## src/rtl/tx_bit_encoder_if.sv

```systemverilog
// Handshake/line bundle between the TX packet source, the bit timer and the encoder.
interface tx_bit_encoder_if;
  logic       tx_start;
  logic [7:0] tx_data;
  logic       tx_data_valid;
  logic       tx_data_ready;
  logic       shift_strobe;
  logic       enable_timer;
  logic       dp_out;
  logic       dm_out;
  logic       tx_busy;
  logic       eop_done;

  modport master (
    output tx_start, tx_data, tx_data_valid, shift_strobe,
    input  tx_data_ready, enable_timer, dp_out, dm_out, tx_busy, eop_done
  );

  modport slave (
    input  tx_start, tx_data, tx_data_valid, shift_strobe,
    output tx_data_ready, enable_timer, dp_out, dm_out, tx_busy, eop_done
  );
endinterface

```

## src/rtl/tx_bit_encoder.sv

```systemverilog
// NRZI bit encoder with bit stuffing: SYNC byte, payload bytes LSB first, then SE0/J EOP.
module tx_bit_encoder #(
  parameter int unsigned STUFF_LIMIT  = 6,
  parameter int unsigned EOP_SE0_BITS = 2
) (
  input logic             clk,
  input logic             rst,
  tx_bit_encoder_if.slave bus
);

  localparam int unsigned EW = $clog2(EOP_SE0_BITS + 1);

  typedef enum logic [2:0] {
    IDLE,
    SYNC,
    DATA,
    EOP_SE0,
    EOP_J
  } state_t;

  state_t          r_state,    w_state_nx;
  logic [7:0]      r_shreg,    w_shreg_nx;
  logic [2:0]      r_bit_cnt,  w_bit_cnt_nx;
  logic [2:0]      r_ones_cnt, w_ones_cnt_nx;
  logic [EW-1:0]   r_eop_cnt,  w_eop_cnt_nx;
  logic            r_dp,       w_dp_nx;
  logic            r_dm,       w_dm_nx;
  logic            r_eop_done, w_eop_done_nx;
  logic            w_ready;
  logic            w_stuff;
  logic            w_bit;

  assign w_stuff = (r_ones_cnt == 3'(STUFF_LIMIT));
  assign w_bit   = r_shreg[0];

  always_ff @(posedge clk) begin
    if (rst) begin
      r_state    <= IDLE;
      r_shreg    <= '0;
      r_bit_cnt  <= '0;
      r_ones_cnt <= '0;
      r_eop_cnt  <= '0;
      r_dp       <= 1'b1;
      r_dm       <= 1'b0;
      r_eop_done <= 1'b0;
    end else begin
      r_state    <= w_state_nx;
      r_shreg    <= w_shreg_nx;
      r_bit_cnt  <= w_bit_cnt_nx;
      r_ones_cnt <= w_ones_cnt_nx;
      r_eop_cnt  <= w_eop_cnt_nx;
      r_dp       <= w_dp_nx;
      r_dm       <= w_dm_nx;
      r_eop_done <= w_eop_done_nx;
    end
  end

  always_comb begin
    w_state_nx    = r_state;
    w_shreg_nx    = r_shreg;
    w_bit_cnt_nx  = r_bit_cnt;
    w_ones_cnt_nx = r_ones_cnt;
    w_eop_cnt_nx  = r_eop_cnt;
    w_dp_nx       = r_dp;
    w_dm_nx       = r_dm;
    w_eop_done_nx = 1'b0;
    w_ready       = 1'b0;

    unique case (r_state)
      IDLE: begin
        w_dp_nx = 1'b1;
        w_dm_nx = 1'b0;
        if (bus.tx_start) begin
          w_state_nx    = SYNC;
          w_shreg_nx    = 8'h80;
          w_bit_cnt_nx  = '0;
          w_ones_cnt_nx = '0;
          w_eop_cnt_nx  = '0;
        end
      end

      SYNC, DATA: begin
        if (bus.shift_strobe) begin
          // A stuffed 0 takes a whole bit time and leaves shreg/bit_cnt untouched.
          if (w_stuff) begin
            w_dp_nx       = ~r_dp;
            w_dm_nx       = ~r_dm;
            w_ones_cnt_nx = '0;
          end else begin
            if (!w_bit) begin
              w_dp_nx = ~r_dp;
              w_dm_nx = ~r_dm;
            end
            w_shreg_nx    = {1'b0, r_shreg[7:1]};
            w_bit_cnt_nx  = r_bit_cnt + 3'd1;
            w_ones_cnt_nx = w_bit ? r_ones_cnt + 3'd1 : 3'd0;
            if (r_bit_cnt == 3'd7) begin
              if (bus.tx_data_valid) begin
                w_ready    = 1'b1;
                w_shreg_nx = bus.tx_data;
                w_state_nx = DATA;
              end else begin
                w_state_nx   = EOP_SE0;
                w_eop_cnt_nx = '0;
              end
            end
          end
        end
      end

      EOP_SE0: begin
        if (bus.shift_strobe) begin
          if (w_stuff) begin
            w_dp_nx       = ~r_dp;
            w_dm_nx       = ~r_dm;
            w_ones_cnt_nx = '0;
          end else begin
            w_dp_nx = 1'b0;
            w_dm_nx = 1'b0;
            if (r_eop_cnt == EW'(EOP_SE0_BITS - 1)) begin
              w_state_nx   = EOP_J;
              w_eop_cnt_nx = '0;
            end else begin
              w_eop_cnt_nx = r_eop_cnt + EW'(1);
            end
          end
        end
      end

      EOP_J: begin
        if (bus.shift_strobe) begin
          if (r_eop_cnt == '0) begin
            w_dp_nx      = 1'b1;
            w_dm_nx      = 1'b0;
            w_eop_cnt_nx = EW'(1);
          end else begin
            w_state_nx    = IDLE;
            w_eop_done_nx = 1'b1;
          end
        end
      end

      default: w_state_nx = IDLE;
    endcase
  end

  assign bus.tx_data_ready = w_ready & ~rst;
  assign bus.enable_timer  = (r_state != IDLE);
  assign bus.tx_busy       = (r_state != IDLE);
  assign bus.dp_out        = r_dp;
  assign bus.dm_out        = r_dm;
  assign bus.eop_done      = r_eop_done;

endmodule

```

## src/flat_wrapper.sv

```systemverilog
// flat-port wrapper written by rule: the top's interface ports become plain ports
module tx_bit_encoder_flat 
#(
  parameter int unsigned STUFF_LIMIT  = 6,
  parameter int unsigned EOP_SE0_BITS = 2
)
  (clk, rst, bus_tx_start, bus_tx_data, bus_tx_data_valid, bus_shift_strobe, bus_tx_data_ready, bus_enable_timer, bus_dp_out, bus_dm_out, bus_tx_busy, bus_eop_done);
  tx_bit_encoder_if bus_i ();
  input logic clk;
  input logic rst;
  input wire logic [$bits(bus_i.tx_start)-1:0] bus_tx_start;
  input wire logic [$bits(bus_i.tx_data)-1:0] bus_tx_data;
  input wire logic [$bits(bus_i.tx_data_valid)-1:0] bus_tx_data_valid;
  input wire logic [$bits(bus_i.shift_strobe)-1:0] bus_shift_strobe;
  output wire logic [$bits(bus_i.tx_data_ready)-1:0] bus_tx_data_ready;
  output wire logic [$bits(bus_i.enable_timer)-1:0] bus_enable_timer;
  output wire logic [$bits(bus_i.dp_out)-1:0] bus_dp_out;
  output wire logic [$bits(bus_i.dm_out)-1:0] bus_dm_out;
  output wire logic [$bits(bus_i.tx_busy)-1:0] bus_tx_busy;
  output wire logic [$bits(bus_i.eop_done)-1:0] bus_eop_done;
  assign bus_i.tx_start = bus_tx_start;
  assign bus_i.tx_data = bus_tx_data;
  assign bus_i.tx_data_valid = bus_tx_data_valid;
  assign bus_i.shift_strobe = bus_shift_strobe;
  assign bus_tx_data_ready = bus_i.tx_data_ready;
  assign bus_enable_timer = bus_i.enable_timer;
  assign bus_dp_out = bus_i.dp_out;
  assign bus_dm_out = bus_i.dm_out;
  assign bus_tx_busy = bus_i.tx_busy;
  assign bus_eop_done = bus_i.eop_done;
  tx_bit_encoder #(.STUFF_LIMIT(STUFF_LIMIT), .EOP_SE0_BITS(EOP_SE0_BITS)) u_core (.clk(clk), .rst(rst), .bus(bus_i));
endmodule
```

## config.mk

```make
export PLATFORM = sky130hd
export DESIGN_NAME = tx_bit_encoder_flat
export DESIGN_NICKNAME = d
export VERILOG_FILES = /design/src/rtl/tx_bit_encoder_if.sv /design/src/rtl/tx_bit_encoder.sv /design/src/flat_wrapper.sv
export SDC_FILE = /design/constraint.sdc
export NUM_CORES = 1
export LEC_CHECK = 0
export BUFFER_PORTS_ARGS = -buffer_cell sky130_fd_sc_hd__buf_4
export CAP_MARGIN = 20
export CORE_UTILIZATION = 50
export CTS_CLUSTER_DIAMETER = 30
export DETAILED_ROUTE_END_ITERATION = 10
export GPL_ROUTABILITY_DRIVEN = 0
export PLACE_DENSITY = 0.69
export SETUP_SLACK_MARGIN = 0.15
export SYNTH_ARGS = -nofsm -noshare
export SYNTH_HDL_FRONTEND = slang
export SYNTH_SLANG_ARGS = --single-unit
```

## constraint.sdc

```tcl
create_clock -name clk -period 2.2 [get_ports clk]
set_input_delay 0.11 -clock clk [delete_from_list [all_inputs] [get_ports clk]]
set_output_delay 0.11 -clock clk [all_outputs]
set_load 0.02 [all_outputs]
```

==> results.cfg <==
[outcome]
outcome = finished, final reports clean

[final_layout]
antenna_cells = 0
area_growth_pct = 11.9
postLayoutCoreUtil = 0.618
nFillCells = 224
nets = 183
drive_gt1_frac = 0.274

[synthesis]
synthMuxAreaShare = 0.0794
syn_area_um2 = 1420
avgSynthCellArea_um2 = 9.33
yosysWarningCount = 0
synth_xor_xnor_area_share = 0.0115
ys_async_sr_fraction = 0
ys_seq_elements = 22
synth_cell_type_count = 54
synth_cells = 152
synthTopCellsByArea = dfxtp_1 31%, mux2i_1 6.4%, o311ai_0 4.3%, o41ai_1 4.3%, ha_1 3.5%
synth_compound_area_frac = 0.317
syn-num-nets = 169
synth_fa_ha_area_frac = 0.0353
synthFlopType = dfxtp_1
synth-edff-count = 0
synthSimpleGateAreaFrac = 0.181
ys_seq_area_frac = 0.311
synth_top_family_by_area = compound AO/OA/AOI/OAI gates
synth_top_area_cell = dfxtp_1
synth_top_area_share = 0.311

[setup_path]
cp_max_fo = 14
regToRegSetupSlack_ns = 0.29
worstReg2RegStart = u_core.r_ones_cnt[0]$_SDFFE_PP0P_
reg2regPathDepth = 6
critPathRequiredTime_ns = 2.09
critical_path_arrival_ns = 1.87
endpoint_kind = output port
worstSetupPathType = reg -> out
reg2reg_to = u_core.r_ones_cnt[2]$_SDFFE_PP0P_
startpoint_type = flop

[grt]
grt_pass1_wl_um = 5150
grt_pass1_vias = 1109
grt_usage = 0.206
grt-ovfl-total = 0
grt_antenna_before_repair = 0
grt_max_degree = 22

[clock_tree]
cts_buffers = 3
clk-insertion-delay-late_ns = 0.30
ctsLongestPathBuffers = 2
ctsHoldBuffers = 0
clkTransAtPathRegs_ns = 0.12
cts.sinks = 22
h-tree-depth = 1
root_buffer = clkbuf_4
cts_tree = done

[power]
swShare = 0.317
intPower_uw = 575
p_per_area_nw_per_um2 = 530
p_leak_nw = 0.609
comb_power_share = 0.265
p_switching_uw = 266
clkPwrFrac = 0.220
seqPwrFrac = 0.515
ir_drop_mv = 0.609

[timing]
final.setup.worst_slack_ns = 0.222
fin_crit_ns = 1.98
slew_viol_final = 0
tightest_slew_ns = 0.540
slew_headroom = 0.637
setup_tns_ns = 0
skew_ns = 0.00146
fin_crit_sh = 0.899
max_freq_ghz = 0.506
rsz0062_at_grt = no
timing.final.hold_violations = 0
finalSetupViolations = 0

[drt]
drt_iter0_drc = 39
wl_per_cell_um = 16.2
firstDrtPassIters = 4
viasPerCell = 6.33
drc = 0
detail-route-antenna-nets = 0
vias = 1228
drt-total-wl_um = 3150

[floorplan]
num_rows = 18
dieArea_um2 = 3050
die_x_um = 55.2
initial_utilization = 0.552
core_area_um2 = 2570
fp.dieH_um = 55.2
io_pins = 19

[placement]
dp_slack_ns = 0.304
port_buffers = 18
dp_hpwl_um = 2180

[min_path]
min_to = u_core.r_state[2]$_SDFFE_PP0P_
holdCritPathClass = in -> reg
hold_path.startpoint = rst
min_path_cells = 2

[run]
cap_violations = 0
==> stage by stage <==
stage / std cells / total power [mW] / area [um2] / hold slack (ns)
4_1_cts: 194 / 0.840 / 1570 / 0.124
6_report: 194 / 0.841 / 1590 / 0.130
3_5_place_dp: 191 / 0.658 / 1540 / 0.463
2_1_floorplan: 152 / 0.608 / 1420 / 0.290
5_1_grt: 194 / 0.879 / 1590 / 0.131
3_3_place_gp: 191 / 0.653 / 1540 / 0.449
==> critical path, stage by stage (launching register included) <==
cell and delay [ns]:
dfxtp_4 0.43, xnor2_2 0.21, or2_1 0.40, nor4_2 0.32, buf_4 0.20
==> worst max-delay path by stage <==
stage	start	to	slack (ns)	cells after the start
after floorplan	u_core.r_state[1]$_SDFFE_PP0P_	bus_tx_data_ready	0.41	5
after global placement	u_core.r_state[1]$_SDFFE_PP0P_	u_core.r_ones_cnt[2]$_SDFFE_PP0P_	0.33	4
after detailed placement	u_core.r_state[1]$_SDFFE_PP0P_	u_core.r_ones_cnt[2]$_SDFFE_PP0P_	0.30	4
after CTS	u_core.r_state[0]$_SDFFE_PP0P_	bus_tx_data_ready	0.17	4
after global routing	u_core.r_ones_cnt[0]$_SDFFE_PP0P_	u_core.r_shreg[1]$_SDFFE_PP0P_	0.16	6
final	u_core.r_state[0]$_SDFFE_PP0P_	bus_tx_data_ready	0.22	4
==> cells by family after synthesis <==
| group | Yosys count |
|---|---|
| DFF | 22 |
| muxes | 11 |
| AOI/OAI and AO/OA | 53 |
| xor gates and xnor gates | 1 |
| and+or+nand+nor | 43 |
| buffers and inverters | 18 |
| adders and majority gates | 4 |
==> routing by layer <==
layer | global-route usage | vias to the layer above | routed length, um
met5 | 0 | - | 0
met4 | 0.0250 | 0 | 0
met3 | 0.0515 | 0 | 127
met2 | 0.324 | 29 | 1500
met1 | 0.292 | 584 | 1530
li1 | - | 615 | -
==> cell type report <==
class                   instances  area [um2]  area share
repair buffers                 20         150      0.0946
clock buffers                   3        22.5      0.0142
inverters                       7        26.3      0.0166
multi-input cells             112         902       0.569
well taps                      30        37.5      0.0237
flip-flops and latches         22         448       0.282
==> cell usage after synthesis (2+ instances only) <==
library cell	number
a21bo_2	2
nand2b_1	4
nor2b_1	3
o21ai_0	4
o41ai_1	7
buf_4	2
o311ai_0	7
buf_2	2
nor3_1	5
o21a_1	2
ha_1	4
and2_2	2
nand3_1	2
a311oi_2	2
nor2_1	2
a21oi_1	8
buf_6	2
a211oi_1	4
dfxtp_1	22
o31ai_1	2
a41oi_1	2
mux2i_1	9
nand3b_1	2
nand2_1	9
and3_1	2
inv_1	7
clkbuf_1	4
nor3_2	3
==> sequential cells by signal, indices dropped and copies added (netlist names) <==
register and cells:
u_core.bus.dm_out 1, u_core.r_ones_cnt 3, u_core.bus.dp_out 1, u_core.r_bit_cnt 3
u_core.r_state 3, u_core.bus.eop_done 1, u_core.r_eop_cnt 2, u_core.r_shreg 8
==> timing repair <==
action / CTS / global route
gates resized for setup: 3 / 3
setup endpoints to repair: 1 / 5
setup buffers: 0 / 0
==> layout by cell type (no fill, tap or decap), types with 3 or more instances in the layout <==
| master | synthesis | final |
|---|---|---|
| a211oi_1 | 4 | 4 |
| o41ai_1 | 7 | 7 |
| clkbuf_4 | 0 | 3 |
| nor3_2 | 3 | 3 |
| o21ai_0 | 4 | 4 |
| dfxtp_1 | 22 | 20 |
| o311ai_0 | 7 | 7 |
| nand2b_1 | 4 | 4 |
| ha_1 | 4 | 4 |
| buf_4 | 2 | 20 |
| mux2i_1 | 9 | 9 |
| nand2_1 | 9 | 9 |
| a21oi_1 | 8 | 8 |
| inv_1 | 7 | 7 |
| nor2b_1 | 3 | 3 |
| nor3_1 | 5 | 5 |
==> power groups by stage <==
stage | Combinational (mW) | Clock [mW] | Sequential, mW
floorplan | 0.171 | 0 | 0.437
global placement | 0.214 | 0 | 0.439
detailed placement | 0.218 | 0 | 0.440
CTS | 0.219 | 0.190 | 0.431
global route | 0.241 | 0.203 | 0.435
finish | 0.223 | 0.185 | 0.433
No activity file was read; power rests on OpenSTA's default activity.
